File: config.mk
export PLATFORM = sky130hd
export DESIGN_NAME = mvm_pipe
export DESIGN_NICKNAME = d
export VERILOG_FILES = /design/src/rtl/mvm_pipe_pkg.sv /design/src/rtl/mvm_mac_lane.sv /design/src/rtl/mvm_pipe.sv
export SDC_FILE = /design/constraint.sdc
export NUM_CORES = 1
export LEC_CHECK = 0
export CORE_MARGIN = 1.5
export CORE_UTILIZATION = 50
export DETAILED_ROUTE_END_ITERATION = 16
export PLACE_DENSITY = 0.67
export SLEW_MARGIN = 20
export SYNTH_ARGS = -nofsm -noshare
export SYNTH_HDL_FRONTEND = slang
export SYNTH_HIERARCHICAL = 1
export SYNTH_SLANG_ARGS = --single-unit
File: constraint.sdc
create_clock -name clk -period 7.2 [get_ports clk]
set_input_delay 1.44 -clock clk [delete_from_list [all_inputs] [get_ports clk]]
set_output_delay 1.44 -clock clk [all_outputs]
set_load 0.05 [all_outputs]
File: src/rtl/mvm_pipe_pkg.sv
// Shared types and elaboration helpers for the mvm_pipe matrix-vector engine.
package mvm_pipe_pkg;

    typedef enum logic [2:0] {
        S_IDLE,
        S_LOAD_A,
        S_LOAD_X,
        S_COMPUTE,
        S_OUTPUT
    } state_t;

    // Encoding is ordered by command priority: a higher value wins.
    typedef enum logic [1:0] {
        CMD_NONE   = 2'd0,
        CMD_START  = 2'd1,
        CMD_LOAD_X = 2'd2,
        CMD_LOAD_A = 2'd3
    } cmd_t;

    function automatic cmd_t pick_cmd(input logic lm, input logic lv, input logic st);
        if (lm)      return CMD_LOAD_A;
        else if (lv) return CMD_LOAD_X;
        else if (st) return CMD_START;
        else         return CMD_NONE;
    endfunction

    // True when more than one command is raised, i.e. some command is dropped.
    function automatic logic cmd_dropped(input logic lm, input logic lv, input logic st);
        return (lm & (lv | st)) | (lv & st);
    endfunction

    function automatic int acc_width(input int b, input int n);
        return 2 * b + $clog2(n);
    endfunction

    function automatic int clog2w(input int x);
        return (x > 1) ? $clog2(x) : 1;
    endfunction

    function automatic bit lanes_ok(input int m, input int p);
        return (p > 0) && (m % p == 0);
    endfunction

endpackage

File: src/rtl/mvm_mac_lane.sv
// One MAC lane: registered product, accumulator seeded by the first term, and
// optional ReLU on the accumulator output.
module mvm_mac_lane
    import mvm_pipe_pkg::*;
#(
    parameter int B    = 8,
    parameter int ACCW = 18
) (
    input  logic                   clk,
    input  logic                   reset_n,
    input  logic signed [B-1:0]    a,
    input  logic signed [B-1:0]    x,
    input  logic                   prod_en,
    input  logic                   acc_en,
    input  logic                   first,
    input  logic                   relu_en,
    output logic signed [ACCW-1:0] y
);
    logic signed [2*B-1:0]  prod;
    logic signed [ACCW-1:0] acc;
    logic signed [ACCW-1:0] term;

    assign term = ACCW'(prod);

    always_ff @(posedge clk or negedge reset_n) begin
        if (!reset_n) begin
            prod <= '0;
            acc  <= '0;
        end else begin
            if (prod_en)
                prod <= (2*B)'(a) * (2*B)'(x);
            if (acc_en)
                acc <= first ? term : acc + term;
        end
    end

    assign y = (relu_en && acc[ACCW-1]) ? '0 : acc;

endmodule

File: src/rtl/mvm_pipe.sv
// Matrix-vector multiplier y = A*x with P row-parallel MAC lanes, valid/ready
// streaming in and out, and operand reuse across repeated starts.
module mvm_pipe
    import mvm_pipe_pkg::*;
#(
    parameter int M    = 4,
    parameter int N    = 4,
    parameter int B    = 8,
    parameter int P    = 1,
    parameter int ACCW = acc_width(B, N)
) (
    input  logic            clk,
    input  logic            reset_n,
    input  logic            load_matrix,
    input  logic            load_vector,
    input  logic            start,
    input  logic            relu_en,
    input  logic [B-1:0]    data_in,
    input  logic            in_valid,
    output logic            in_ready,
    output logic [ACCW-1:0] data_out,
    output logic            out_valid,
    input  logic            out_ready,
    output logic            done,
    output logic            busy,
    output logic            err
);
    localparam int G      = M / P;
    localparam int AD     = G * N;
    localparam int AAW    = clog2w(AD);
    localparam int KW     = clog2w(N);
    localparam int GW     = clog2w(G);
    localparam int BKW    = clog2w(P);
    localparam int STAGES = 2;

    if (!lanes_ok(M, P)) begin : g_lane_check
        $error("mvm_pipe: P must divide M");
    end

    state_t state, state_nxt;
    cmd_t   cmd;
    logic   err_nxt;
    logic   a_valid, x_valid, relu_q;

    logic [KW-1:0]  ld_col;
    logic [BKW-1:0] ld_bank;
    logic [GW-1:0]  ld_lrow;
    logic           accept, ld_last;
    logic [AAW-1:0] a_wr_addr, a_rd_addr;

    logic [KW-1:0]  k_cnt;
    logic [GW-1:0]  g_cnt;
    logic           iss_done, issue, comp_done;

    logic [STAGES:0]         vld_pipe, first_pipe, last_pipe;
    logic [STAGES:0][GW-1:0] grp_pipe;

    logic [B-1:0]    x_mem [N];
    logic [B-1:0]    rd_x;
    logic [P-1:0][ACCW-1:0] y_rd;

    logic [BKW-1:0] out_lane, rd_lane;
    logic [GW-1:0]  out_grp, rd_grp;
    logic           out_last;

    assign in_ready  = (state == S_LOAD_A) || (state == S_LOAD_X);
    assign busy      = (state != S_IDLE);
    assign accept    = in_valid && in_ready;
    assign a_wr_addr = AAW'(ld_lrow) * AAW'(N) + AAW'(ld_col);
    assign a_rd_addr = AAW'(g_cnt) * AAW'(N) + AAW'(k_cnt);
    assign issue     = (state == S_COMPUTE) && !iss_done;
    assign ld_last   = accept && (ld_col == KW'(N-1)) &&
                       ((state == S_LOAD_X) || (ld_bank == BKW'(P-1) && ld_lrow == GW'(G-1)));
    assign comp_done = vld_pipe[STAGES] && last_pipe[STAGES] && (grp_pipe[STAGES] == GW'(G-1));
    assign out_last  = (state == S_OUTPUT) && out_valid && out_ready &&
                       (out_lane == BKW'(P-1)) && (out_grp == GW'(G-1));
    assign done      = out_last;

    always_ff @(posedge clk or negedge reset_n) begin
        if (!reset_n) state <= S_IDLE;
        else          state <= state_nxt;
    end

    always_comb begin
        state_nxt = state;
        err_nxt   = 1'b0;
        cmd       = pick_cmd(load_matrix, load_vector, start);
        case (state)
            S_IDLE: begin
                err_nxt = cmd_dropped(load_matrix, load_vector, start);
                case (cmd)
                    CMD_LOAD_A: state_nxt = S_LOAD_A;
                    CMD_LOAD_X: state_nxt = S_LOAD_X;
                    CMD_START:
                        if (a_valid && x_valid) state_nxt = S_COMPUTE;
                        else                    err_nxt   = 1'b1;
                    default: ;
                endcase
            end
            S_LOAD_A, S_LOAD_X: if (ld_last)   state_nxt = S_IDLE;
            S_COMPUTE:          if (comp_done) state_nxt = S_OUTPUT;
            S_OUTPUT:           if (out_last)  state_nxt = S_IDLE;
            default:                           state_nxt = S_IDLE;
        endcase
        if (state != S_IDLE && cmd != CMD_NONE)
            err_nxt = 1'b1;
    end

    // Next word to present: current slot on entry, following slot on acceptance.
    always_comb begin
        rd_lane = out_lane;
        rd_grp  = out_grp;
        if (out_valid) begin
            if (out_lane == BKW'(P-1)) begin
                rd_lane = '0;
                rd_grp  = out_grp + GW'(1);
            end else begin
                rd_lane = out_lane + BKW'(1);
            end
        end
    end

    always_ff @(posedge clk or negedge reset_n) begin
        if (!reset_n) begin
            err        <= 1'b0;
            a_valid    <= 1'b0;
            x_valid    <= 1'b0;
            relu_q     <= 1'b0;
            ld_col     <= '0;
            ld_bank    <= '0;
            ld_lrow    <= '0;
            k_cnt      <= '0;
            g_cnt      <= '0;
            iss_done   <= 1'b0;
            vld_pipe   <= '0;
            first_pipe <= '0;
            last_pipe  <= '0;
            grp_pipe   <= '0;
            out_valid  <= 1'b0;
            out_lane   <= '0;
            out_grp    <= '0;
            data_out   <= '0;
        end else begin
            err        <= err_nxt;
            vld_pipe   <= {vld_pipe[STAGES-1:0], issue};
            first_pipe <= {first_pipe[STAGES-1:0], k_cnt == '0};
            last_pipe  <= {last_pipe[STAGES-1:0], k_cnt == KW'(N-1)};
            grp_pipe   <= {grp_pipe[STAGES-1:0], g_cnt};

            if (state == S_IDLE) begin
                ld_col   <= '0;
                ld_bank  <= '0;
                ld_lrow  <= '0;
                k_cnt    <= '0;
                g_cnt    <= '0;
                iss_done <= 1'b0;
                if (state_nxt == S_COMPUTE) relu_q  <= relu_en;
                if (state_nxt == S_LOAD_A)  a_valid <= 1'b0;
                if (state_nxt == S_LOAD_X)  x_valid <= 1'b0;
            end

            if (accept) begin
                if (ld_col == KW'(N-1)) begin
                    ld_col <= '0;
                    if (ld_bank == BKW'(P-1)) begin
                        ld_bank <= '0;
                        ld_lrow <= ld_lrow + GW'(1);
                    end else begin
                        ld_bank <= ld_bank + BKW'(1);
                    end
                end else begin
                    ld_col <= ld_col + KW'(1);
                end
            end
            if (ld_last) begin
                if (state == S_LOAD_A) a_valid <= 1'b1;
                else                   x_valid <= 1'b1;
            end

            if (issue) begin
                if (k_cnt == KW'(N-1)) begin
                    k_cnt <= '0;
                    if (g_cnt == GW'(G-1)) iss_done <= 1'b1;
                    else                   g_cnt    <= g_cnt + GW'(1);
                end else begin
                    k_cnt <= k_cnt + KW'(1);
                end
            end

            if (state == S_OUTPUT) begin
                if (!out_valid) begin
                    out_valid <= 1'b1;
                    data_out  <= y_rd[rd_lane];
                end else if (out_ready) begin
                    if (out_last) begin
                        out_valid <= 1'b0;
                    end else begin
                        out_lane <= rd_lane;
                        out_grp  <= rd_grp;
                        data_out <= y_rd[rd_lane];
                    end
                end
            end else begin
                out_lane <= '0;
                out_grp  <= '0;
            end
        end
    end

    always_ff @(posedge clk) begin
        if (accept && state == S_LOAD_X)
            x_mem[ld_col] <= data_in;
        if (issue)
            rd_x <= x_mem[k_cnt];
    end

    // Lane l owns matrix rows l, l+P, ... and the matching y slots.
    for (genvar l = 0; l < P; l++) begin : g_lane
        logic [B-1:0]    bank  [AD];
        logic [ACCW-1:0] ybank [G];
        logic [B-1:0]    rd_a;
        logic [ACCW-1:0] lane_y;

        always_ff @(posedge clk) begin
            if (accept && state == S_LOAD_A && ld_bank == BKW'(l))
                bank[a_wr_addr] <= data_in;
            if (issue)
                rd_a <= bank[a_rd_addr];
            if (vld_pipe[STAGES] && last_pipe[STAGES])
                ybank[grp_pipe[STAGES]] <= lane_y;
        end

        mvm_mac_lane #(.B(B), .ACCW(ACCW)) u_lane (
            .clk     (clk),
            .reset_n (reset_n),
            .a       (rd_a),
            .x       (rd_x),
            .prod_en (vld_pipe[0]),
            .acc_en  (vld_pipe[1]),
            .first   (first_pipe[1]),
            .relu_en (relu_q),
            .y       (lane_y)
        );

        assign y_rd[l] = ybank[rd_grp];
    end

endmodule

Word-level counts from Yosys, hierarchy flattened
Memories as Yosys holds them, arrays and structs flattened. A register that Yosys moved wholly into a read port is not among the register bits.
Index checks and enable logic that the tools add are counted.
{ "word_totals": {"regBits": 87, "latch_bits": 0, "ram_bits": 232, "mem_bits_ro": 0, "in_bits": 16, "output_inout_bits": 23, "wordCells": 164, "mem_count": 3} }
{ "op_classes": {"addsub": 10, "n_mul": 1, "div_mod_pow": 0, "order_cmp": 1, "n_eq_ne": 21, "shifts": 0, "mux": 69, "bitwise": 6, "reduce_logical": 30} }
{ "mem_list": {"columns": ["name", "depth", "width", "rd", "rd_ports_with_merged_regs", "wr", "line", "text"], "rows": [
  ["g_lane[0].bank", 16, 8, 1, 1, 1, "mvm_pipe.sv:219", "logic [B-1:0] bank [AD];"],
  ["g_lane[0].ybank", 4, 18, 1, 0, 1, "mvm_pipe.sv:220", "logic [ACCW-1:0] ybank [G];"],
  ["x_mem", 4, 8, 1, 1, 1, "mvm_pipe.sv:58", "logic [B-1:0] x_mem [N];"]
]} }
{ "ops": {"columns": ["op", "n"], "rows": [
  ["two-way mux 18 bit", 6],
  ["two-way mux 2 bit", 21],
  ["two-way mux 1 bit", 36],
  ["adder 18 x 16 -> 18 bit", 1],
  ["logical AND 1 bit", 17],
  ["equality test 2 bit (second input constant)", 8],
  ["multiplier 8 x 8 -> 16 bit", 1],
  ["equality test 3 x 2 -> 1 bit (second input constant)", 4],
  ["two-way mux 3 bit", 4],
  ["one-hot mux 3 bit (4 select lines)", 1],
  ["adder 2 x 1 -> 2 bit (second input constant)", 5],
  ["one-hot mux 3 bit (3 select lines)", 1],
  ["adder 4 x 2 -> 4 bit", 2],
  ["inequality test 2 bit (second input constant)", 4],
  ["equality test 3 x 1 -> 1 bit (second input constant)", 2],
  ["AND reduction 3 bit", 2],
  ["nonzero test 2 bit", 3],
  ["equality test 3 bit (second input constant)", 1],
  ["zero test 3 bit", 1],
  ["nonzero test 3 bit", 1],
  ["adder 1 bit (second input constant)", 2],
  ["AND 1 bit", 2],
  ["equality test 2 x 1 -> 1 bit (second input constant)", 1],
  ["zero test 2 bit", 1],
  ["8 further kinds", 11]
]} }

Logic depth before layout (Yosys ltp)
Gate-level depths: netlist (run 1).
{ "logic_depth": {"ltp_word": 12, "depth_mapped": 17, "depth_no_buf": 17} }

Cells and area by module
The synthesis (run 1) kept the hierarchy.
{ "modules_own_cells": {"columns": ["module", "n_inst", "cells_per_inst", "area_per_inst_um2", "seq_area_each_um2"], "rows": [
  ["mvm_pipe", 1, 631, 12345.6, 8773.4],
  ["mvm_mac_lane", 1, 544, 4848.4, 850.8]
]} }

Worst setup path before layout (run 1)
No wires, ideal clock.
{ "synth_timing": {"path_type": "register to register", "from": "register rd_x[7] (read register of x_mem)", "to": "register g_lane[0].u_lane.prod[15]", "setup_ps": 133, "arrival_ps": 4309, "required_time_ps": 7067, "path_slack_ps": 2758, "stages_incl_launch_ff": 17, "n_path_buf": 0, "period_less_slack_ps": 4442, "cell_sequence": "edfxtp_1 inv_1 nor2_1 fa_1 fa_1 fa_1 inv_1 fa_1 inv_1 ha_1 o21ai_1 nor2_1 a2111oi_0 nor3_1 o31ai_2 xnor2_1 mux2i_1"} }
{ "synth_via": {"elab_chain_cells": 1} }
{ "synth_lines": {"columns": ["item", "line", "text"], "rows": [
  ["from (decl)", "mvm_pipe.sv:59", "logic [B-1:0] rd_x;"],
  ["multiplier 8 x 8 -> 16 bit", "mvm_mac_lane.sv:31", "prod <= (2*B)'(a) * (2*B)'(x);"],
  ["to (signal assigned)", "mvm_mac_lane.sv:31", null],
  ["to (decl)", "mvm_mac_lane.sv:19", "logic signed [2*B-1:0] prod;"]
]} }
Every way passes these cells.
A chain may end at the register's enable or synchronous reset.

Worst setup path in the final report (run 1)
Same ends and word-level chain as after synthesis.

==> impl_metrics.csv, run 1 <==
group,metric,value,unit
critical_path,setup.worst_path.start_class,"flip-flop",
critical_path,critical_path_peak_fanout,5,
layout,design_area,19100,sq um
clock_network,cts_buffers,36,
synthesis,synth-edff-count,248,
synthesis,mappedNetlistArea,17200,sq um
floorplan,ioPinCount,39,
floorplan,design.core.area,33700,sq um
critical_path,crit_top_cell,"fa_1",
floorplan,die_width,188,microns
timing,tightest_slew,1.01,ns
synthesis,synth_seq_cells,335,
clock_network,cts.repair_timing.setup_buffer_count,0,
synthesis,post_synth_main_area_contributors,"edfxtp_1 43%, dfrtp_1 13%, fa_1 6.5%, mux2i_1 5.5%, mux4_2 5.5%",
global_route,grt_start_max_net_pins,60,
timing,slew_headroom,32.1,%
placement,post_dp_cell_area,18000,sq um
layout,design.final.nets,1353,
synthesis,synthArstFlopShare,26.0,%
global_route,grt_pass1_wl,52500,microns
placement,hpwl,22100,microns
synthesis,postSynth.topFlopCell,"edfxtp_1",
layout,area_growth,11.3,%
synthesis,yosys.area.top_type_share,43.3,%
global_route,grt_util_all_layers,18.7,%
route,detailroute.via_count,9325,
status,run_status,"finished clean",
critical_path,cpMaxStageDelayCell,"fa_1",
global_route,grt_overflow,0,
layout,layout-drive-gt1-share,11.0,%
clock_network,clock_tree_root_buffer_cell,"clkbuf_16",
floorplan,rows,67,
layout,commonest_non_fill_non_tap_cells_in_the_layout,"248 x edfxtp_1, 131 x inv_1, 95 x mux2i_1",
clock_network,clk_pin_slew_worst_paths,0.06,ns
timing,timing.fmax,210,MHz
floorplan,die_y,188,microns
synthesis,post_synth_inst_count,1175,
synthesis,yosysSeqAreaShare,56.0,%
route,drt_iter0_drc,491,
critical_path,cp.required,7.60,ns
layout,diodes,0,
timing,timing.final.max_slew_violations,0,
route,drcViolationCount,0,
critical_path,crit_path_end_kind,"flip-flop",
clock_network,cts_resized,0,
route,postRouteWirelength,31800,microns
job,cap_viol_max_count,0,
synthesis,yosysUniqueCellTypes,72,
timing,hold_viol_final,0,
critical_path,cp_cell_sequence,"inv_1 -> nor2_1 -> fa_1 -> fa_1 -> fa_1 -> inv_1 -> fa_1 -> inv_1 -> ha_1 -> o21ai_1 -> nor2_1 -> a2111oi_0 -> nor3_1 -> o31ai_2 -> xnor2_1 -> mux2i_1",
timing,final_min_period_over_clock_period,66.1,%
floorplan,die_area,35500,sq um
worst_hold_path,worstHoldPathType,"reg -> reg",
clock_network,clock_tree_from_tritoncts,"done",
critical_path,criticalPathCategory,"reg -> reg",
global_route,grt_pass1_vias,9783,
synthesis,mappedNetlistNets,1305,
synthesis,yosys_warnings,6,
timing,setup_repair_after_global_routing_missed_its_margin,"false",
timing,fin_worst_skew,0.0228,ns
clock_network,clkSinkCount,335,
timing,setup_total_negative_slack,0,ns
route,route.detailed.vias_per_inst,5.49,
clock_network,cts-root-to-sink-buffers,3,
clock_network,htree_num_levels,2,
clock_network,insertion_delay,0.54,ns
route,detail_route.wl_per_cell,18.7,microns
timing,final-setup-viol-count,0,
synthesis,syn_area_per_cell,14.6,sq um
route,antenna_violation_net_count_after_detailed_routing,0,
placement,gp_congestion,0.806,
timing,layout_min_cycle_time,4.76,ns
layout,final_common_cell,"edfxtp_1",
placement,port_buffers,38,
synthesis,synth.largest_area_cell,"edfxtp_1",
global_route,antenna_found_initial,0,
floorplan,start_util,51.0,%
route,drt-pass1-iter-count,4,
critical_path,critical-path-max-stage-delay,0.54,ns
clock_network,cts-hold-fix-buffers,0,
critical_path,cp.arrival,5.16,ns
==> synthesized netlist by cell type (all sizes together) (5+ instances only) <==
cell type and n:
xnor2 18, a31oi 5, edfxtp 248, and3 23
dfrtp 87, o21a 6, inv 132, fa 56
nor3 10, and2 62, o31ai 5, nand2 43
a21oi 41, clkbuf 14, mux4 67, xor2 7
nand3 8, a21o 12, a211oi 7, nor2 42
mux2i 95, o21ai 24, nand2b 11, mux2 12
ha 58, buf 26, nor2b 5
==> worst max-delay path: cells and delay by family (launching register included) <==
family | cells | cell delay [ns]
simple gates | 3 | 0.34
flops | 1 | 0.49
xor+xnor | 1 | 0.14
fa+ha+maj | 5 | 2.44
mux | 1 | 0.08
compound gates | 3 | 0.86
buf+inv | 3 | 0.26
==> logic make-up after synthesis <==
| family | after synthesis | synth area share (%) |
|---|---|---|
| AO/OA/AOI/OAI | 131 | 5.06 |
| multiplexers | 174 | 15.6 |
| adder cells (fa/ha/maj) | 117 | 10.9 |
| AND/OR/NAND/NOR | 221 | 6.90 |
| flip-flops | 335 | 56.0 |
| XOR/XNOR | 25 | 1.27 |
| buffers and inverters | 172 | 4.24 |
==> final timing paths <==
path | start | endpoint | slack (ns) | depth (start not counted)
hold / removal | grp_pipe[2] | grp_pipe[4] | 0.35 | 0
setup / recovery | rd_x[7] | g_lane[0].u_lane/prod[15] | 2.44 | 16
setup reg to reg | rd_x[7] | g_lane[0].u_lane/prod[15] | 2.44 | 16
min in group asynchronous | reset_n | g_lane[0].u_lane/acc[14] | 0.84 | 1
max in group asynchronous | reset_n | k_cnt[0] | 5.17 | 2
hold reg to reg | grp_pipe[2] | grp_pipe[4] | 0.35 | 0
==> routing by layer <==
layer | global-route usage, % | routed length (microns) | up-vias | part of all wire (%)
met5 | 0 | 0 | - | 0
met4 | 5.34 | 642 | 0 | 2.0
met3 | 2.50 | 978 | 46 | 3.1
met2 | 32.1 | 16000 | 137 | 50
met1 | 25.1 | 14200 | 4729 | 45
li1 | - | - | 4413 | -
==> state kept, by name, summed over array words and instances (netlist names), 6 cells and up <==
register	cells
g_lane.ybank	72
grp_pipe	6
rd_x	8
g_lane.rd_a	8
g_lane.u_lane/acc	18
data_out	18
x_mem	32
g_lane.u_lane/prod	16
g_lane.bank	128
==> metrics by stage <==
stage / utilization, % / instances / worst slack (ns) / hold slack, ns
finish: 56.8 / 1698 / 2.44 / 0.346
global placement: 53.5 / 1633 / 2.52 / 0.332
detailed placement: 53.5 / 1633 / 2.44 / 0.336
CTS: 56.7 / 1698 / 2.41 / 0.349
floorplan: - / 1175 / 2.76 / 0.331
global route: 56.8 / 1698 / 2.13 / 0.356
==> area by class of cell <==
class / count / area, sq um
Clock inverter: 15 / 106
Tap cell: 448 / 561
Multi-Input combinational cell: 668 / 6890
Fill cell: 2671 / 14600
Sequential cell: 335 / 9630
Inverter: 132 / 495
Clock buffer: 50 / 998
Timing Repair Buffer: 50 / 468
Power of run 1 is not shown: default switching activity piles up to over one toggle a cycle in this logic, so the estimate is an artifact.
==> run 2, diff against run 1 <==
Clock period 7.2 ns to 4.5 ns, I/O delays scaled along.
==> impl_metrics.csv, run 2 (synthesis gave the netlist of run 1 again) <==
group,metric,value,unit
placement,port_buffers,38,
clock_network,cts_buffers,37,
clock_network,clk_pin_slew_worst_paths,0.06,ns
timing,timing.fmax,227,MHz
critical_path,worst-r2r-setup-slack,0.10,ns
layout,final_common_cell,"edfxtp_1",
critical_path,cp.required,4.89,ns
floorplan,die_y,188,microns
timing,layout_setup_ws,0.103,ns
critical_path,delay_heaviest_family_cp,"adder cells",
timing,tightest_slew,1.04,ns
job,cap_viol_max_count,0,
worst_hold_path,worstHoldPathType,"reg -> reg",
route,detailroute.via_count,9576,
floorplan,ioPinCount,39,
critical_path,worstPathBufferInverterCount,6,
worst_hold_path,holdPathEnd,"last_pipe[1]",
global_route,grt_pass1_vias,9914,
layout,layout-drive-gt1-share,17.5,%
critical_path,cp.arrival,4.78,ns
route,detail_route.wl_per_cell,18.7,microns
placement,place_ws,-0.111,ns
timing,fin_worst_skew,0.0317,ns
clock_network,clock_tree_root_buffer_cell,"clkbuf_16",
layout,design_area,19900,sq um
critical_path,cp_cell_sequence,"buf_4 -> fa_1 -> inv_1 -> fa_1 -> inv_1 -> fa_1 -> inv_1 -> fa_1 -> inv_2 -> ha_4 -> buf_6 -> o21a_1 -> o31a_1 -> nor3_2 -> o21bai_2 -> a31oi_2 -> nor4b_2 -> nand4b_1",
clock_network,cts-hold-fix-buffers,0,
timing,final_min_period_over_clock_period,97.7,%
timing,timing.final.max_slew_violations,0,
worst_hold_path,hold-path-cell-count,0,
layout,diodes,0,
clock_network,clock_tree_from_tritoncts,"done",
critical_path,critical_path_peak_fanout,4,
placement,hpwl,22400,microns
timing,setup_repair_after_global_routing_missed_its_margin,"true",
critical_path,timing.critical_path.depth,18,
worst_hold_path,hold_path_startpoint,"last_pipe[0]",
floorplan,die_width,188,microns
critical_path,reg2reg_depth,18,
global_route,grt_start_max_net_pins,59,
route,drt-pass1-iter-count,5,
clock_network,htree_num_levels,2,
layout,largest_register,"g_lane.bank",
layout,number_of_flip_flops_under_the_largest_register_name,128,
floorplan,rows,67,
global_route,antenna_found_initial,0,
floorplan,design.core.area,33700,sq um
layout,commonest_non_fill_non_tap_cells_in_the_layout,"248 x edfxtp_1, 124 x inv_1, 95 x mux2i_1",
critical_path,cpMaxStageDelayCell,"fa_1",
timing,setup_total_negative_slack,0,ns
route,drcViolationCount,0,
global_route,grt_util_all_layers,18.8,%
timing,hold_viol_final,0,
global_route,grt_pass1_wl,52500,microns
timing,slew_headroom,30.1,%
route,antenna_violation_net_count_after_detailed_routing,0,
layout,area_growth,15.8,%
clock_network,insertion_delay,0.54,ns
critical_path,criticalPathCategory,"reg -> reg",
placement,gp_congestion,0.874,
critical_path,crit_path_end_kind,"flip-flop",
clock_network,cts-root-to-sink-buffers,3,
timing,layout_min_cycle_time,4.40,ns
critical_path,terminus_of_the_critical_flop_to_flop_path,"g_lane[0].u_lane/prod[14]",
critical_path,crit_top_cell,"fa_1",
floorplan,die_area,35500,sq um
floorplan,start_util,51.0,%
route,postRouteWirelength,32600,microns
global_route,grt_overflow,0,
timing,final-setup-viol-count,0,
critical_path,setup.worst_path.start_class,"flip-flop",
route,drt_iter0_drc,507,
critical_path,rr_startpoint,"rd_x[7]",
clock_network,clkSinkCount,335,
layout,design.final.nets,1398,
status,run_status,"finished clean",
route,route.detailed.vias_per_inst,5.49,
critical_path,critical-path-max-stage-delay,0.53,ns
placement,post_dp_cell_area,18300,sq um
run 2: cell types whose count changed in the layout (fill, tap and decap cells not counted), moves of 5 or more:
| cell | delta |
|---|---|
| bufinv_16 | +7 |
| and2_4 | +6 |
| inv_1 | -7 |
| and2_1 | -6 |
| buf_4 | +39 |
| buf_6 | +5 |
| inv_2 | +7 |
| ha_4 | +7 |
| ha_1 | -10 |
run 2: how the worst max path moves through the flow:
| stage | startpoint | end | slack (ns) |
|---|---|---|---|
| floorplan | rd_x[7] | g_lane[0].u_lane/prod[15] | 0.06 |
| global placement | g_lane[0].rd_a[4] | g_lane[0].u_lane/prod[15] | -0.09 |
| detailed placement | rd_x[7] | g_lane[0].u_lane/prod[15] | -0.11 |
| CTS | rd_x[6] | g_lane[0].u_lane/prod[15] | -0.02 |
| global route | g_lane[0].rd_a[3] | g_lane[0].u_lane/prod[12] | -0.12 |
| finish | rd_x[7] | g_lane[0].u_lane/prod[14] | 0.10 |
run 2: final cells by class:
cell class / count / area (sq um)
clock inverters: 21 / 317
inverters: 132 / 495
repair buffers: 94 / 817
well taps: 448 / 561
flip-flops and latches: 335 / 9630
clock buffers: 47 / 995
multi-input cells: 668 / 7110
fillers: 2561 / 13800
run 2: metrics by stage:
stage	utilization (%)	std cells	hold WS, ns
after floorplan	-	1175	0.331
after detailed placement	54.3	1672	0.336
after global routing	59.1	1745	0.353
final	59.1	1745	0.350
after CTS	58.3	1741	0.354
after global placement	54.3	1672	0.333
run 2: worst reg2reg max path: stages (launching register included):
cell,delay (ns)
edfxtp_1,0.45
buf_4,0.19
fa_1,0.53
inv_1,0.06
fa_1,0.48
inv_1,0.05
fa_1,0.53
inv_1,0.05
fa_1,0.49
inv_2,0.05
ha_4,0.15
buf_6,0.11
o21a_1,0.18
o31a_1,0.13
nor3_2,0.23
o21bai_2,0.12
a31oi_2,0.23
nor4b_2,0.07
nand4b_1,0.17
run 2: routing by layer:
metal	up-vias	global-route usage [%]	share of wire, %
met2	173	33.5	52
li1	4508	-	-
met1	4843	24.3	42
met5	-	0	0
met3	52	2.66	3.6
met4	0	4.85	1.9
run 2: timing repair:
action	in CTS	in global routing
buffers inserted	1	4
gates resized for setup	6	49
pin swaps	2	36
endpoints found under the setup margin	4	5
Power of run 2 is left out for the same reason.
==> RTL edit 1, RTL diff (flow settings as in run 2) <==
Set the localparam `STAGES` to 1 (it was 2).
--- a/src/rtl/mvm_pipe.sv
+++ b/src/rtl/mvm_pipe.sv
@@ -31,7 +31,7 @@
     localparam int KW     = clog2w(N);
     localparam int GW     = clog2w(G);
     localparam int BKW    = clog2w(P);
-    localparam int STAGES = 2;
+    localparam int STAGES = 1;
 
     if (!lanes_ok(M, P)) begin : g_lane_check
         $error("mvm_pipe: P must divide M");
Behaviour: no difference found for any inputs over 10 cycles, from zero or initial values and one cycle with reset_n low; that may be too few to reach the edited logic, so the function may still have changed.
==> RTL edit 1 against run 2 <==
Setup slack better by 0.0032 ns. Fmax about the same. Global-route usage up 0.28 points. Wire length up 0.76%. Count of clock-buffer cells in the layout down 3. Non-clock buffer count up 2. Synthesized area down 0.52%. Sequential cell count down 4. Final area down 1.6%. Synthesized cell count down 0.34%. Core utilization down 0.82 points.
Power is not shown: default switching activity piles up to over one toggle a cycle in this logic, so the estimate is an artifact.
==> RTL edit 1: results (changes against run 2) <==
.. list-table::
   :header-rows: 1

   * - Metric
     - Value
   * - Run status
     - complete, no violations
   * - Total non-filler cell area in the finished layout
     - 19600 um2 (-1.6%)
   * - Number of enable flip-flop cells after synthesis
     - 248 (unchanged)
   * - Hold_ws
     - 0.352 ns (+0.00219 ns)
   * - Reg-to-Reg Start
     - g_lane[0].rd_a[7]$_DFFE_PP_
   * - Worst clock skew
     - 0.0114 ns (-0.0203 ns)
   * - Fraction of final layout cells sized beyond drive strength 1
     - 17.6% (+0.095 points)
   * - Depth of the worst register-to-register path
     - 17 (-1)
   * - Final net count
     - 1394 (-0.29%)
   * - Detailed-routing iteration count for the pre-antenna-repair pass
     - 6 (+1)
   * - Transition time at the pin with the least slew margin
     - 1.00 ns (-0.0434 ns)
   * - Number of clock buffers inserted by TritonCTS
     - 35 (-5.4%)
   * - Highest net fanout along the worst path
     - 5 (+1)
   * - Wire length of the first global-routing pass
     - 52800 um (+0.59%)
   * - Clock network latency to the later pin of the worst-skew pair
     - 0.52 ns (-0.02 ns)
   * - Placer's final routability congestion estimate
     - 0.824 (-5.7%)
   * - Sequential share of the synthesized area
     - 55.7% (-0.29 points)
   * - Initial drt markers
     - 521 (+2.8%)
   * - Half-perimeter wire length after placement
     - 22300 um (-0.26%)
   * - Total placed instance area
     - 18100 um2 (-0.94%)
   * - Routed vias
     - 9427 (-1.6%)
   * - Post-synth ARST share
     - 25.1% (-0.89 points)
   * - Pin count of the biggest net entering global routing
     - 47 (-20%)
   * - Vias in the first global route
     - 9809 (-1.1%)
   * - Tot GR Track Use
     - 19.1% (+0.28 points)
   * - Cells after Synth
     - 1171 (-0.34%)
   * - Detailed-route wire length
     - 32900 um (+0.76%)
[RTL edit 1: layer usage]
metal | GRT usage (%) | share of wire (%) | vias up
met5 | 0 | 0 | -
met3 | 2.60 | 2.9 | 39
met1 | 24.7 | 43 | 4758
met2 | 34.3 | 52 | 139
met4 | 4.15 | 1.6 | 0
li1 | - | - | 4491
[RTL edit 1: cell type report]
cell class                      count  area share (%)
Timing Repair Buffer               96            4.23
Inverter                          132            2.53
Sequential cell                   331            48.6
Clock buffer                       44            4.69
Tap cell                          448            2.86
Multi-Input combinational cell    668            36.3
Clock inverter                     19           0.779
[RTL edit 1: what timing repair did]
action / CTS / global route
pin swaps: 3 / 52
endpoints found under the setup margin: 4 / 5
setup buffers: 5 / 13
gates resized for setup: 6 / 52
[RTL edit 1: cells by family after synthesis]
kind of cell,Yosys count,synth area share [%]
and+or+nand+nor,221,6.94
adders and majority gates,117,11.0
buffers and inverters,172,4.26
AOI/OAI and AO/OA,131,5.15
DFF,331,55.7
xor gates and xnor gates,25,1.28
muxes,174,15.7
==> RTL edit 2, RTL diff (flow settings as in run 2) <==
Without the edit above. Remove the register `err`: a continuous assignment takes its place, so the output `err` follows one clock earlier.
--- a/src/rtl/mvm_pipe.sv
+++ b/src/rtl/mvm_pipe.sv
@@ -122,7 +122,6 @@
 
     always_ff @(posedge clk or negedge reset_n) begin
         if (!reset_n) begin
-            err        <= 1'b0;
             a_valid    <= 1'b0;
             x_valid    <= 1'b0;
             relu_q     <= 1'b0;
@@ -141,7 +140,6 @@
             out_grp    <= '0;
             data_out   <= '0;
         end else begin
-            err        <= err_nxt;
             vld_pipe   <= {vld_pipe[STAGES-1:0], issue};
             first_pipe <= {first_pipe[STAGES-1:0], k_cnt == '0};
             last_pipe  <= {last_pipe[STAGES-1:0], k_cnt == KW'(N-1)};
@@ -207,6 +205,8 @@
         end
     end
 
+    assign err = err_nxt;
+
     always_ff @(posedge clk) begin
         if (accept && state == S_LOAD_X)
             x_mem[ld_col] <= data_in;
Check against the original RTL: not equivalent (a bounded check fails within 4 cycles, from zero or initial values and one cycle with reset_n low).
==> RTL edit 2 against run 2 <==
Final area decreased by 1.5%. Count of clock-buffer cells in the layout decreased by 5. Synthesized area about the same. Synthesized cell count decreased by 0.26%. Non-clock buffer count decreased by 1. Sequential cell count decreased by 1. Setup slack improved by 0.037 ns. Wire length decreased by 1.8%. Core utilization decreased by 0.89 points.
Power is not shown: default switching activity piles up to over one toggle a cycle in this logic, so the estimate is an artifact.
==> RTL edit 2: results (changes against run 2) <==
.. list-table::
   :header-rows: 1

   * - Metric
     - Value
   * - Post-synth ARST share
     - 25.7% (-0.22 points)
   * - Transition time at the pin with the least slew margin
     - 1.02 ns (-0.0269 ns)
   * - Wire length of the first global-routing pass
     - 52500 um (about the same)
   * - Count of multi-input gates
     - 664 (-0.60%)
   * - Post-placement setup slack
     - -0.0575 ns (+0.0531 ns)
   * - Peak per-stage delay on the critical path
     - 0.51 ns (-0.02 ns)
   * - Tot GR Track Use
     - 18.7% (-0.11 points)
   * - Depth of the worst register-to-register path
     - 16 (-2)
   * - XOR/XNOR share of the synthesized area
     - 1.33% (+0.052 points)
   * - Timing endpoint of the critical path
     - g_lane[0].u_lane/prod[15]$_DFFE_PN0P_
   * - Highest net fanout along the worst path
     - 6 (+2)
   * - Fraction of final layout cells sized beyond drive strength 1
     - 16.5% (-1.0 points)
   * - Final net count
     - 1390 (-0.57%)
   * - Sequential cell area share
     - 48.9% (+0.61 points)
   * - Fraction of area in clock buffers and inverters
     - 5.55% (-1.0 points)
   * - Worst Slack Setup Final
     - 0.140 ns (+0.0372 ns)
   * - Initial drt markers
     - 567 (+12%)
   * - Non-CTS buffers
     - 93 (-1.1%)
   * - Buffer share of cell area
     - 4.09% (-0.014 points)
   * - Destination of the worst hold path
     - grp_pipe[4]$_DFF_PN0_
   * - Pin count of the biggest net entering global routing
     - 52 (-12%)
   * - Setup crit start
     - rd_x[5]$_DFFE_PP_
   * - Clk Tree Root Cell
     - sky130_fd_sc_hd__clkbuf_16
   * - Routed vias
     - 9467 (-1.1%)
   * - Fill cell total of the finished layout
     - 2615 (+2.1%)
   * - Number of clock buffers inserted by TritonCTS
     - 35 (-5.4%)
   * - # clk buffers
     - 42 (-11%)
   * - Area share of fa/ha/maj cells after synthesis
     - 10.9% (about the same)
   * - Multiplexer share of the synthesized area
     - 15.7% (about the same)
   * - Sequential share of the synthesized area
     - 55.9% (-0.093 points)
   * - Run status
     - complete, no violations
   * - Top cell types by occurrence after synthesis
     - sky130_fd_sc_hd__edfxtp_1 (248), sky130_fd_sc_hd__inv_1 (131), sky130_fd_sc_hd__mux2i_1 (95)
   * - Half-perimeter wire length after placement
     - 21800 um (-2.5%)
   * - Synthesized-area fraction occupied by ao, oa, aoi and oai cells
     - 5.16% (+0.099 points)
   * - Number of distinct library cells after synthesis
     - 68 (-5.6%)
   * - Number of nets produced by synthesis
     - 1302 (-0.23%)
   * - Area taken by multi-input logic gates
     - 7070 um2 (-0.51%)
   * - Drt wl/cell
     - 18.5 um (-1.2%)
==> RTL edit 2: per-layer routing <==
metal / global-route usage (%) / share of wire [%]
met1: 24.8 / 44
met2: 32.8 / 51
met3: 2.59 / 3.2
met4: 4.55 / 1.8
met5: 0 / 0
==> RTL edit 2: timing repair <==
item	4_1_cts	5_1_grt
pin swaps	0	35
setup endpoints to repair	4	4
resized for setup	4	43
buffers inserted	2	11
==> RTL edit 2: kinds of logic (layout without fill, tap and decap cells) <==
kind of cell,after synthesis,count (layout)
buf+inv,174,288
simple gates,220,220
compound gates,127,127
xor+xnor,26,26
fa+ha+maj,117,117
mux,174,174
flops,334,334
==> RTL edit 2: through the flow <==
step | cell area (um2) | instances
2_1_floorplan | 17200 | 1172
3_3_place_gp | 18200 | 1658
3_5_place_dp | 18200 | 1658
4_1_cts | 19300 | 1723
5_1_grt | 19600 | 1734
6_report | 19600 | 1734
